$ cat src/rtl/gemm_pkg.sv
// Shared GEMM tile constants and sequencer state encoding.
// Imported by the sequencer, feeders and array top.
package gemm_pkg;

    localparam int GEMM_N     = 4;
    localparam int GEMM_DRAIN = 3 * GEMM_N - 2;

    typedef enum logic [2:0] {
        ST_IDLE   = 3'd0,
        ST_FEED   = 3'd1,
        ST_DRAIN  = 3'd2,
        ST_UNLOAD = 3'd3,
        ST_DONE   = 3'd4
    } state_e;

endpackage

$ cat src/rtl/gemm_seq_ctrl.sv
// Tile-pass sequencer: feed, drain, row-by-row unload, done.
// All outputs come straight from flops.
module gemm_seq_ctrl
    import gemm_pkg::*;
#(
    parameter int N            = GEMM_N,
    parameter int DRAIN_CYCLES = GEMM_DRAIN
) (
    input  logic                 clk,
    input  logic                 rst_n,
    input  logic                 start,
    input  logic                 abort,
    output logic                 rden,
    output logic                 acc_clr,
    output logic                 out_rd_en,
    output logic [$clog2(N)-1:0] out_row,
    output logic                 busy,
    output logic                 done,
    output logic                 start_err
);

    localparam int MAXL = (N > DRAIN_CYCLES) ? N : DRAIN_CYCLES;
    localparam int CW   = $clog2(MAXL + 1);
    localparam int RW   = $clog2(N);

    localparam logic [CW-1:0] FEED_LAST  = CW'(N - 1);
    localparam logic [CW-1:0] DRAIN_LAST = CW'(DRAIN_CYCLES - 1);

    state_e          state_q;
    logic [CW-1:0]   cnt_q;
    logic            rden_q;
    logic            acc_clr_q;
    logic            out_rd_en_q;
    logic [RW-1:0]   out_row_q;
    logic            busy_q;
    logic            done_q;
    logic            start_err_q;

    always_ff @(posedge clk or negedge rst_n) begin
        if (!rst_n) begin
            state_q     <= ST_IDLE;
            cnt_q       <= '0;
            rden_q      <= 1'b0;
            acc_clr_q   <= 1'b0;
            out_rd_en_q <= 1'b0;
            out_row_q   <= '0;
            busy_q      <= 1'b0;
            done_q      <= 1'b0;
            start_err_q <= 1'b0;
        end else begin
            acc_clr_q   <= 1'b0;
            done_q      <= 1'b0;
            start_err_q <= 1'b0;
            if (abort && state_q != ST_IDLE) begin
                state_q     <= ST_IDLE;
                cnt_q       <= '0;
                rden_q      <= 1'b0;
                out_rd_en_q <= 1'b0;
                out_row_q   <= '0;
                busy_q      <= 1'b0;
            end else begin
                start_err_q <= start && (state_q != ST_IDLE);
                unique case (state_q)
                    ST_IDLE: begin
                        // abort in IDLE still vetoes a start
                        if (start && !abort) begin
                            state_q   <= ST_FEED;
                            cnt_q     <= '0;
                            rden_q    <= 1'b1;
                            acc_clr_q <= 1'b1;
                            busy_q    <= 1'b1;
                        end
                    end
                    ST_FEED: begin
                        if (cnt_q == FEED_LAST) begin
                            state_q <= ST_DRAIN;
                            cnt_q   <= '0;
                            rden_q  <= 1'b0;
                        end else begin
                            cnt_q <= cnt_q + CW'(1);
                        end
                    end
                    ST_DRAIN: begin
                        if (cnt_q == DRAIN_LAST) begin
                            state_q     <= ST_UNLOAD;
                            cnt_q       <= '0;
                            out_rd_en_q <= 1'b1;
                            out_row_q   <= '0;
                        end else begin
                            cnt_q <= cnt_q + CW'(1);
                        end
                    end
                    ST_UNLOAD: begin
                        if (cnt_q == FEED_LAST) begin
                            state_q     <= ST_DONE;
                            cnt_q       <= '0;
                            out_rd_en_q <= 1'b0;
                            out_row_q   <= '0;
                            busy_q      <= 1'b0;
                            done_q      <= 1'b1;
                        end else begin
                            cnt_q     <= cnt_q + CW'(1);
                            out_row_q <= out_row_q + RW'(1);
                        end
                    end
                    ST_DONE: begin
                        state_q <= ST_IDLE;
                        cnt_q   <= '0;
                    end
                    default: begin
                        state_q <= ST_IDLE;
                        cnt_q   <= '0;
                    end
                endcase
            end
        end
    end

    assign rden      = rden_q;
    assign acc_clr   = acc_clr_q;
    assign out_rd_en = out_rd_en_q;
    assign out_row   = out_row_q;
    assign busy      = busy_q;
    assign done      = done_q;
    assign start_err = start_err_q;

endmodule

$ cat config.mk
export PLATFORM = sky130hd
export DESIGN_NAME = gemm_seq_ctrl
export DESIGN_NICKNAME = d
export VERILOG_FILES = /design/src/rtl/gemm_pkg.sv /design/src/rtl/gemm_seq_ctrl.sv
export SDC_FILE = /design/constraint.sdc
export NUM_CORES = 1
export LEC_CHECK = 0
export CAP_MARGIN = 20
export CORE_UTILIZATION = 45
export CTS_BUF_LIST = sky130_fd_sc_hd__clkbuf_4 sky130_fd_sc_hd__clkbuf_8
export DETAILED_ROUTE_END_ITERATION = 10
export PLACE_DENSITY_LB_ADDON = 0.1
export SYNTH_ARGS = -nofsm -noshare
export SYNTH_HDL_FRONTEND = slang
export SYNTH_SLANG_ARGS = --single-unit
$ cat constraint.sdc
create_clock -name clk -period 2.2 [get_ports clk]
set_clock_uncertainty 0.1 [all_clocks]
set_input_delay 0.44 -clock clk [delete_from_list [all_inputs] [get_ports clk]]
set_output_delay 0.44 -clock clk [all_outputs]
set_load 0.01 [all_outputs]
* Word-level counts from Yosys, hierarchy flattened
Index checks and enable logic that the tools add are counted.
Cells by class: muxes and demuxes 31, eq/ne operators 9, add/subtract/negate cells 2, reduce and logical (&&, ||, !) cells 15
Operator list (number):
- $mux 4 | 4
- $mux 3 | 5
- $mux 1 | 13
- $ne 3x3->1 const B | 4
- $pmux 3 s4 | 1
- $pmux 4 s3 | 1
- $reduce_bool 3->1 | 4
- $reduce_and 3->1 | 3
- $eq 3x2->1 const B | 2
- $mux 2 | 3
- $pmux 1 s2 | 3
- $add 4x1->4 const B | 1
- $eq 4x2->1 const B | 1
- $eq 4x4->1 const B | 1
- $pmux 2 s2 | 1
- $reduce_and 4->1 | 1
- $eq 3x1->1 const B | 1
- $logic_and 1x1->1 | 3
- $logic_not 3->1 | 1
- $add 2x1->2 const B | 1
- $reduce_and 2->1 | 1
- $reduce_or 2->1 | 1
- $logic_not 1->1 | 1
Storage, ports and cells: bits of input ports 4, register bits 15

* Longest topological paths before layout
Gate-level depths: netlist (run 1).
word-level depth 5, depth in mapped cells 6, gate-level depth less buffers 6

* Least setup slack after synthesis (run 1)
OpenSTA, ideal clock, no wires.
kind register to register, start point register cnt_q[0], end point register cnt_q[2], period minus slack after synthesis 1683 ps, cell stages (with the launch flop) 6, data arrival time 1464 ps, path slack 517 ps, setup time 118 ps, required time 1982 ps, cell sequence dfrtp_1 -> ha_1 -> or3b_4 -> a32oi_4 -> o21ai_1 -> a21o_1
Between the ends: word-level cells in the longest chain between the ends 4, elaborated cells between the ends (all ways) 7, classes of those cells 1 x add/sub; 2 x eq/ne; 4 x mux
RTL lines:
- start, declared | RTL line gemm_seq_ctrl.sv:30 | logic [CW-1:0] cnt_q;
- start signal, assigned | RTL line gemm_seq_ctrl.sv:80 | cnt_q <= cnt_q + CW'(1);
- start signal, assigned | RTL line gemm_seq_ctrl.sv:90 | cnt_q <= cnt_q + CW'(1);
- start signal, assigned | RTL line gemm_seq_ctrl.sv:102 | cnt_q <= cnt_q + CW'(1);
- $add 4x1->4, or another cell as far along | RTL line gemm_seq_ctrl.sv:80, gemm_seq_ctrl.sv:90, gemm_seq_ctrl.sv:102
- $mux 4, on equally long branches | RTL line gemm_seq_ctrl.sv:75, gemm_seq_ctrl.sv:94, gemm_seq_ctrl.sv:84
- $pmux 4 s3 * | RTL line gemm_seq_ctrl.sv:63 | unique case (state_q)
- $mux 4 * | RTL line gemm_seq_ctrl.sv:54 | if (abort && state_q != ST_IDLE) begin
Every way passes the cells marked *; elsewhere a longest branch is shown, timed or not. A chain may end at the register's enable or synchronous reset.

* Final worst setup path (run 1)
Same ends and word-level chain as after synthesis.

==> results_dict.tcl, run 1 <==
set metrics [dict create \
    status "completed" \
    grt_pass1_wl_um 2330 \
    routedWlPerCell_um 13.0 \
    gp_congestion 0.783 \
    cap_violations 0 \
    postSynthCellCount 72 \
    viasPerCell 5.61 \
    switchingPower_mw 0.144 \
    internal_power_mw 0.420 \
    cts_buffer_depth 2 \
    first_pass_iters 4 \
    crit_fanout 6 \
    slowest_delay_ns 0.41 \
    ys_types 34 \
    synth_top_area_cell "dfrtp_1" \
    hpwl_um 970 \
    critPathSlowestCell "dfrtp_1" \
    path_class "reg2reg" \
    routed-via-count 567 \
    ys_ff_latch 15 \
    timing.hold.ws_ns 0.372 \
    post_cts_buffers 0 \
    drc 0 \
    seqPwrFrac_pct 54.7 \
    io_buffer_count 11 \
    cp_cell_sequence "ha_1 -> or3b_4 -> a32oi_4 -> o21ai_1 -> a21o_1" \
    syn_area_per_cell_sq_um 10.7 \
    die_w_um 43.3 \
    clk-insertion-delay-late_ns 0.28 \
    start_util_pct 49.3 \
    leakagePower_nw 0.408 \
    synthToLayoutAreaGrowth_pct 19.9 \
    endpoint_kind "flip-flop" \
    cp_top_family "compound AO/OA/AOI/OAI gates" \
    cp.arrival_ns 1.88 \
    slew_violations 0 \
    cp_data_required_time_ns 2.27 \
    antenna_found_initial 0 \
    path_buf_inv 0 \
    io_pins 12 \
    cts_made_buffers 3 \
    grt_pass1_vias 510 \
    worst_setup_path_start_kind "flip-flop" \
    comb_power_share_pct 15.9 \
    rsz0062_at_grt "false" \
    finalHoldViolCount 0 \
    overflow 0 \
    async_flop_share_pct 100 \
    clkSlewWorstSetupHoldPaths_ns 0.09 \
    yosysWarnings 0 \
    ys_seq_area_share_pct 48.9 \
    drive_above_1_share_pct 11.8 \
    synth_area_leaders "dfrtp_1 (49%), nor3b_1 (3.9%), a32oi_4 (3.6%)" \
    root_buffer "clkbuf_4" \
    h-tree-depth 1 \
    grt_max_degree 16 \
    clock_sinks 15 \
    diodes 0 \
    synthFlopType "dfrtp_1" \
    dpl-instance-area_sq_um 891 \
    p_sw_share_pct 25.5 \
    cts_hold_buf 0 \
    max_freq_ghz 0.554 \
    syn_nets 78 \
    period_share_pct 82.0 \
    p_clk_share_pct 29.4 \
    ant_nets 0 \
    tightest_slew_ns 0.647 \
    coreArea_sq_um 1560 \
    ir_worst_vdd_v 0.000345 \
    p_per_area_nw_per_um2 613 \
    min_period_ns 1.81 \
    globalRouteTotalUtil_pct 17.0 \
    dieHeight_um 43.3 \
    final_nets 92 \
    design_area_sq_um 921 \
    finalSetupViolCount 0 \
    dieArea_sq_um 1880 \
    rows 14 \
    cts_tree "built" \
    cts-resized-gates 0 \
    yosys.area.top_type_share_pct 48.9 \
    relSlewSlack_pct 56.7 \
    hold_class "reg2reg" \
    wl_um 1310 \
    drt_iter0_drc 11 \
    synth_area_sq_um 768 \
    fin_setup_tns_ns 0 \
    synth_edf_count 0 \
]
## sequential cells by signal (all words and copies together) (netlist names)
| name | flops |
|---|---|
| cnt_q | 4 |
| state_q | 3 |
| out_row | 2 |
| acc_clr | 1 |
| busy | 1 |
| done | 1 |
| out_rd_en | 1 |
| rden | 1 |
| start_err | 1 |
## logic make-up (layout without fill, tap and decap cells)
logic type	Yosys count	in the layout	share of synthesized area [%]
simple gates	30	30	24.1
flops	15	15	48.9
buf+inv	6	19	3.42
compound gates	15	15	15.1
fa+ha+maj	2	2	3.26
xor+xnor	1	1	1.14
mux	3	3	4.07
## cells in the final DEF (no fill, tap or decap), types with 2 or more instances in the layout
cell	synthesis	final
dfrtp_1	15	15
clkdlybuf4s50_1	0	11
nand2_1	6	6
nor2_1	4	4
nor3b_1	4	4
o21ai_0	4	4
clkbuf_4	0	4
inv_1	3	3
nor3_1	2	2
nand2b_1	2	2
nand3b_1	2	2
o21ai_1	2	2
mux2i_1	2	2
ha_1	2	2
## synth_stat cells, types with 2 or more instances
cell	instances
buf_2	3
nand2_1	6
nand2b_1	2
dfrtp_1	15
o21ai_1	2
nand3b_1	2
nor2_1	4
nor3b_1	4
nor3_1	2
mux2i_1	2
inv_1	3
o21ai_0	4
ha_1	2
## per-stage QoR
step | power [mW] | std cells | utilization [%] | setup slack, ns
2_1_floorplan | 0.364 | 72 | - | 0.517
3_3_place_gp | 0.402 | 97 | 57.1 | 0.229
3_5_place_dp | 0.404 | 97 | 57.1 | 0.198
4_1_cts | 0.574 | 101 | 59.1 | 0.395
5_1_grt | 0.603 | 101 | 59.1 | 0.152
6_report | 0.564 | 101 | 59.1 | 0.395
## layout make-up
class,count,area [sq um]
Clock buffer,4,30.0
Tap cell,16,20.0
Fill cell,127,638
Sequential cell,15,375
Inverter,3,11.3
Timing Repair Buffer,12,118
Multi-Input combinational cell,51,367
## power by group through the flow
stage	Sequential, mW	Clock (mW)	Combinational, mW
after floorplan	0.312	0	0.0521
after global placement	0.313	0	0.0887
after detailed placement	0.314	0	0.0902
after CTS	0.308	0.175	0.0907
after global routing	0.312	0.188	0.104
final	0.309	0.166	0.0896
## final timing paths
check | cells past startpoint | start | slack, ns | to
max reg2reg | 5 | cnt_q[0]$_DFFE_PN0P_ | 0.39 | cnt_q[2]$_DFFE_PN0P_
min | 1 | out_row[1]$_DFFE_PN0P_ | 0.37 | out_row[1]$_DFFE_PN0P_
max | 5 | cnt_q[0]$_DFFE_PN0P_ | 0.39 | cnt_q[2]$_DFFE_PN0P_
min in group asynchronous | 1 | rst_n | 0.45 | done$_DFF_PN0_
max in group asynchronous | 1 | rst_n | 1.13 | cnt_q[2]$_DFFE_PN0P_
min reg2reg | 1 | out_row[1]$_DFFE_PN0P_ | 0.37 | out_row[1]$_DFFE_PN0P_
## layer usage
metal  global-route usage, %  up-vias  share of wire [%]
met5                       0        -                  0
met4                    1.88        0                  0
met3                    7.23        0                5.4
met2                    24.2       12                 44
met1                    25.1      272                 51
li1                        -      283                  -
No activity file was read; power rests on OpenSTA's default activity.
==> inputs of run 2 (changes only) <==
==> constraint.sdc (replaced) <==
create_clock -name clk -period 1.7 [get_ports clk]
set_clock_uncertainty 0.1 [all_clocks]
set_input_delay 0.34 -clock clk [delete_from_list [all_inputs] [get_ports clk]]
set_output_delay 0.34 -clock clk [all_outputs]
set_load 0.01 [all_outputs]
==> run 2 against run 1 <==
Against the previous run: the flow now finishes with violations (negative setup slack); clock power increased by 33%; die area unchanged; power is 38% higher; largest cell class is now multi-input combinational cells.
==> results_dict.tcl, run 2 (synthesized netlist as in run 1, its figures left out) <==
set metrics [dict create \
    dieArea_sq_um 1880 \
    root_buffer "clkbuf_4" \
    largest_reg_flops 4 \
    cp_cell_sequence "ha_2 -> or3b_4 -> a32oi_4 -> o21ai_2 -> a21o_1" \
    cts_made_buffers 3 \
    rr_startpoint "cnt_q[1]$_DFFE_PN0P_" \
    coreArea_sq_um 1560 \
    leakagePower_nw 0.484 \
    path_class "reg2reg" \
    viasPerCell 5.49 \
    cp.arrival_ns 1.82 \
    rsz0062_at_grt "true" \
    ant_nets 0 \
    switchingPower_mw 0.205 \
    hpwl_um 1080 \
    slowest_delay_ns 0.41 \
    die_w_um 43.3 \
    diodes 0 \
    finalHoldViolCount 0 \
    tightest_slew_ns 0.399 \
    drt_iter0_drc 16 \
    status "finished with violations" \
    layout_setup_ws_ns -0.0378 \
    relSlewSlack_pct 73.3 \
    dieHeight_um 43.3 \
    fin_setup_tns_ns -0.0850 \
    reg2reg_to "cnt_q[2]$_DFFE_PN0P_" \
    p_per_area_nw_per_um2 750 \
    synthToLayoutAreaGrowth_pct 34.7 \
    ir_worst_vdd_v 0.000496 \
    grt_pass1_vias 551 \
    clk-insertion-delay-late_ns 0.28 \
    p_sw_share_pct 26.5 \
    r2r_setup_slack_ns -0.04 \
    comb_power_share_pct 20.6 \
    wl_um 1610 \
    start_util_pct 49.3 \
    slew_violations 0 \
    period_share_pct 102 \
    internal_power_mw 0.570 \
    finalSetupViolCount 4 \
    endpoint_kind "flip-flop" \
    hold_class "in2async" \
    violations "negative setup slack" \
    max_freq_ghz 0.575 \
    cts_tree "built" \
    antenna_found_initial 0 \
    critPathSlowestCell "or3b_4" \
    max_flop_register "cnt_q" \
    grt_max_degree 16 \
    final_util_pct 66.4 \
    cts_hold_buf 0 \
    cap_violations 0 \
    r2r_cells 5 \
    rows 14 \
    h-tree-depth 1 \
    layout_commonest_cell "dfrtp_1" \
    worst_setup_path_start_kind "flip-flop" \
    final_nets 102 \
    gp_congestion 0.811 \
    first_pass_iters 4 \
    routed-via-count 609 \
    cts_buffer_depth 2 \
    io_pins 12 \
    p_clk_share_pct 28.4 \
    io_buffer_count 11 \
    clkSlewWorstSetupHoldPaths_ns 0.08 \
    routedWlPerCell_um 14.5 \
    crit_fanout 5 \
    drc 0 \
    drive_above_1_share_pct 28.4 \
    most-common-layout-cells "dfrtp_1 (15), clkdlybuf4s50_1 (10), buf_4 (10), nand2_1 (6)" \
    globalRouteTotalUtil_pct 19.6 \
    overflow 0 \
    seqPwrFrac_pct 51.1 \
    cp_data_required_time_ns 1.78 \
    grt_pass1_wl_um 2570 \
    min_period_ns 1.74 \
    clock_sinks 15 \
]
-- run 2: cell types whose count changed in the layout (fill, tap and decap cells not counted), sizes merged --
| cell | delta |
|---|---|
| buf | +10 |
| clkdlybuf4s50 | -1 |
| dlymetal6s2s | +1 |
-- run 2: layer usage --
metal  GRT usage [%]  share of wire (%)  routed length (um)  vias to the layer above
li1                -                  -                   -                      300
met1            26.9                 49                 790                      289
met2            27.0                 45                 732                       15
met3            5.11                3.0                  49                        5
met4            13.1                2.4                  39                        0
met5               0                  0                   0                        -
-- run 2: final cells by class --
cell class	instances	area, sq um
clock buffer	4	30.0
fill	125	524
inverter	3	11.3
multi-input combinational	51	399
sequential	15	375
tap	16	20.0
timing repair buffer	22	199
-- run 2: worst max path at each step --
| stage | from | cells after the start | end | slack (ns) |
|---|---|---|---|---|
| after floorplan | cnt_q[0]$_DFFE_PN0P_ | 5 | cnt_q[2]$_DFFE_PN0P_ | 0.02 |
| after global placement | abort | 5 | cnt_q[2]$_DFFE_PN0P_ | -0.15 |
| after detailed placement | abort | 5 | cnt_q[2]$_DFFE_PN0P_ | -0.19 |
| after CTS | cnt_q[0]$_DFFE_PN0P_ | 5 | cnt_q[2]$_DFFE_PN0P_ | -0.01 |
| after global routing | cnt_q[0]$_DFFE_PN0P_ | 5 | cnt_q[2]$_DFFE_PN0P_ | -0.08 |
| final | cnt_q[1]$_DFFE_PN0P_ | 5 | cnt_q[2]$_DFFE_PN0P_ | -0.04 |
-- run 2: through the flow --
stage | power [mW] | hold slack, ns | area (sq um) | instances | setup WS (ns)
after floorplan | 0.471 | -0.0556 | 768 | 72 | 0.0175
after CTS | 0.768 | 0.264 | 991 | 110 | -0.00991
after detailed placement | 0.544 | 0.365 | 951 | 105 | -0.187
after global placement | 0.539 | 0.358 | 951 | 105 | -0.151
after global routing | 0.818 | 0.272 | 1030 | 111 | -0.0815
final | 0.776 | 0.260 | 1030 | 111 | -0.0378
-- run 2: timing repair --
action	4_1_cts	5_1_grt
buffers inserted	1	1
pin swaps	4	4
setup endpoints to repair	2	8
gates cloned	0	0
resized for setup	1	10
-- run 2: power by group through the flow --
| stage | combinational, mW | sequential, mW | clock [mW] |
|---|---|---|---|
| floorplan | 0.0675 | 0.403 | 0 |
| detailed placement | 0.141 | 0.403 | 0 |
| finish | 0.160 | 0.396 | 0.220 |
| CTS | 0.144 | 0.396 | 0.228 |
| global route | 0.173 | 0.399 | 0.246 |
| global placement | 0.138 | 0.402 | 0 |
-- run 2: worst max-delay path: cells and delay by family (launching register included) --
kind | cells | cell delay, ns
flip-flops | 1 | 0.36
AND/OR/NAND/NOR | 1 | 0.41
adder cells (fa/ha/maj) | 1 | 0.19
AO/OA/AOI/OAI | 3 | 0.58
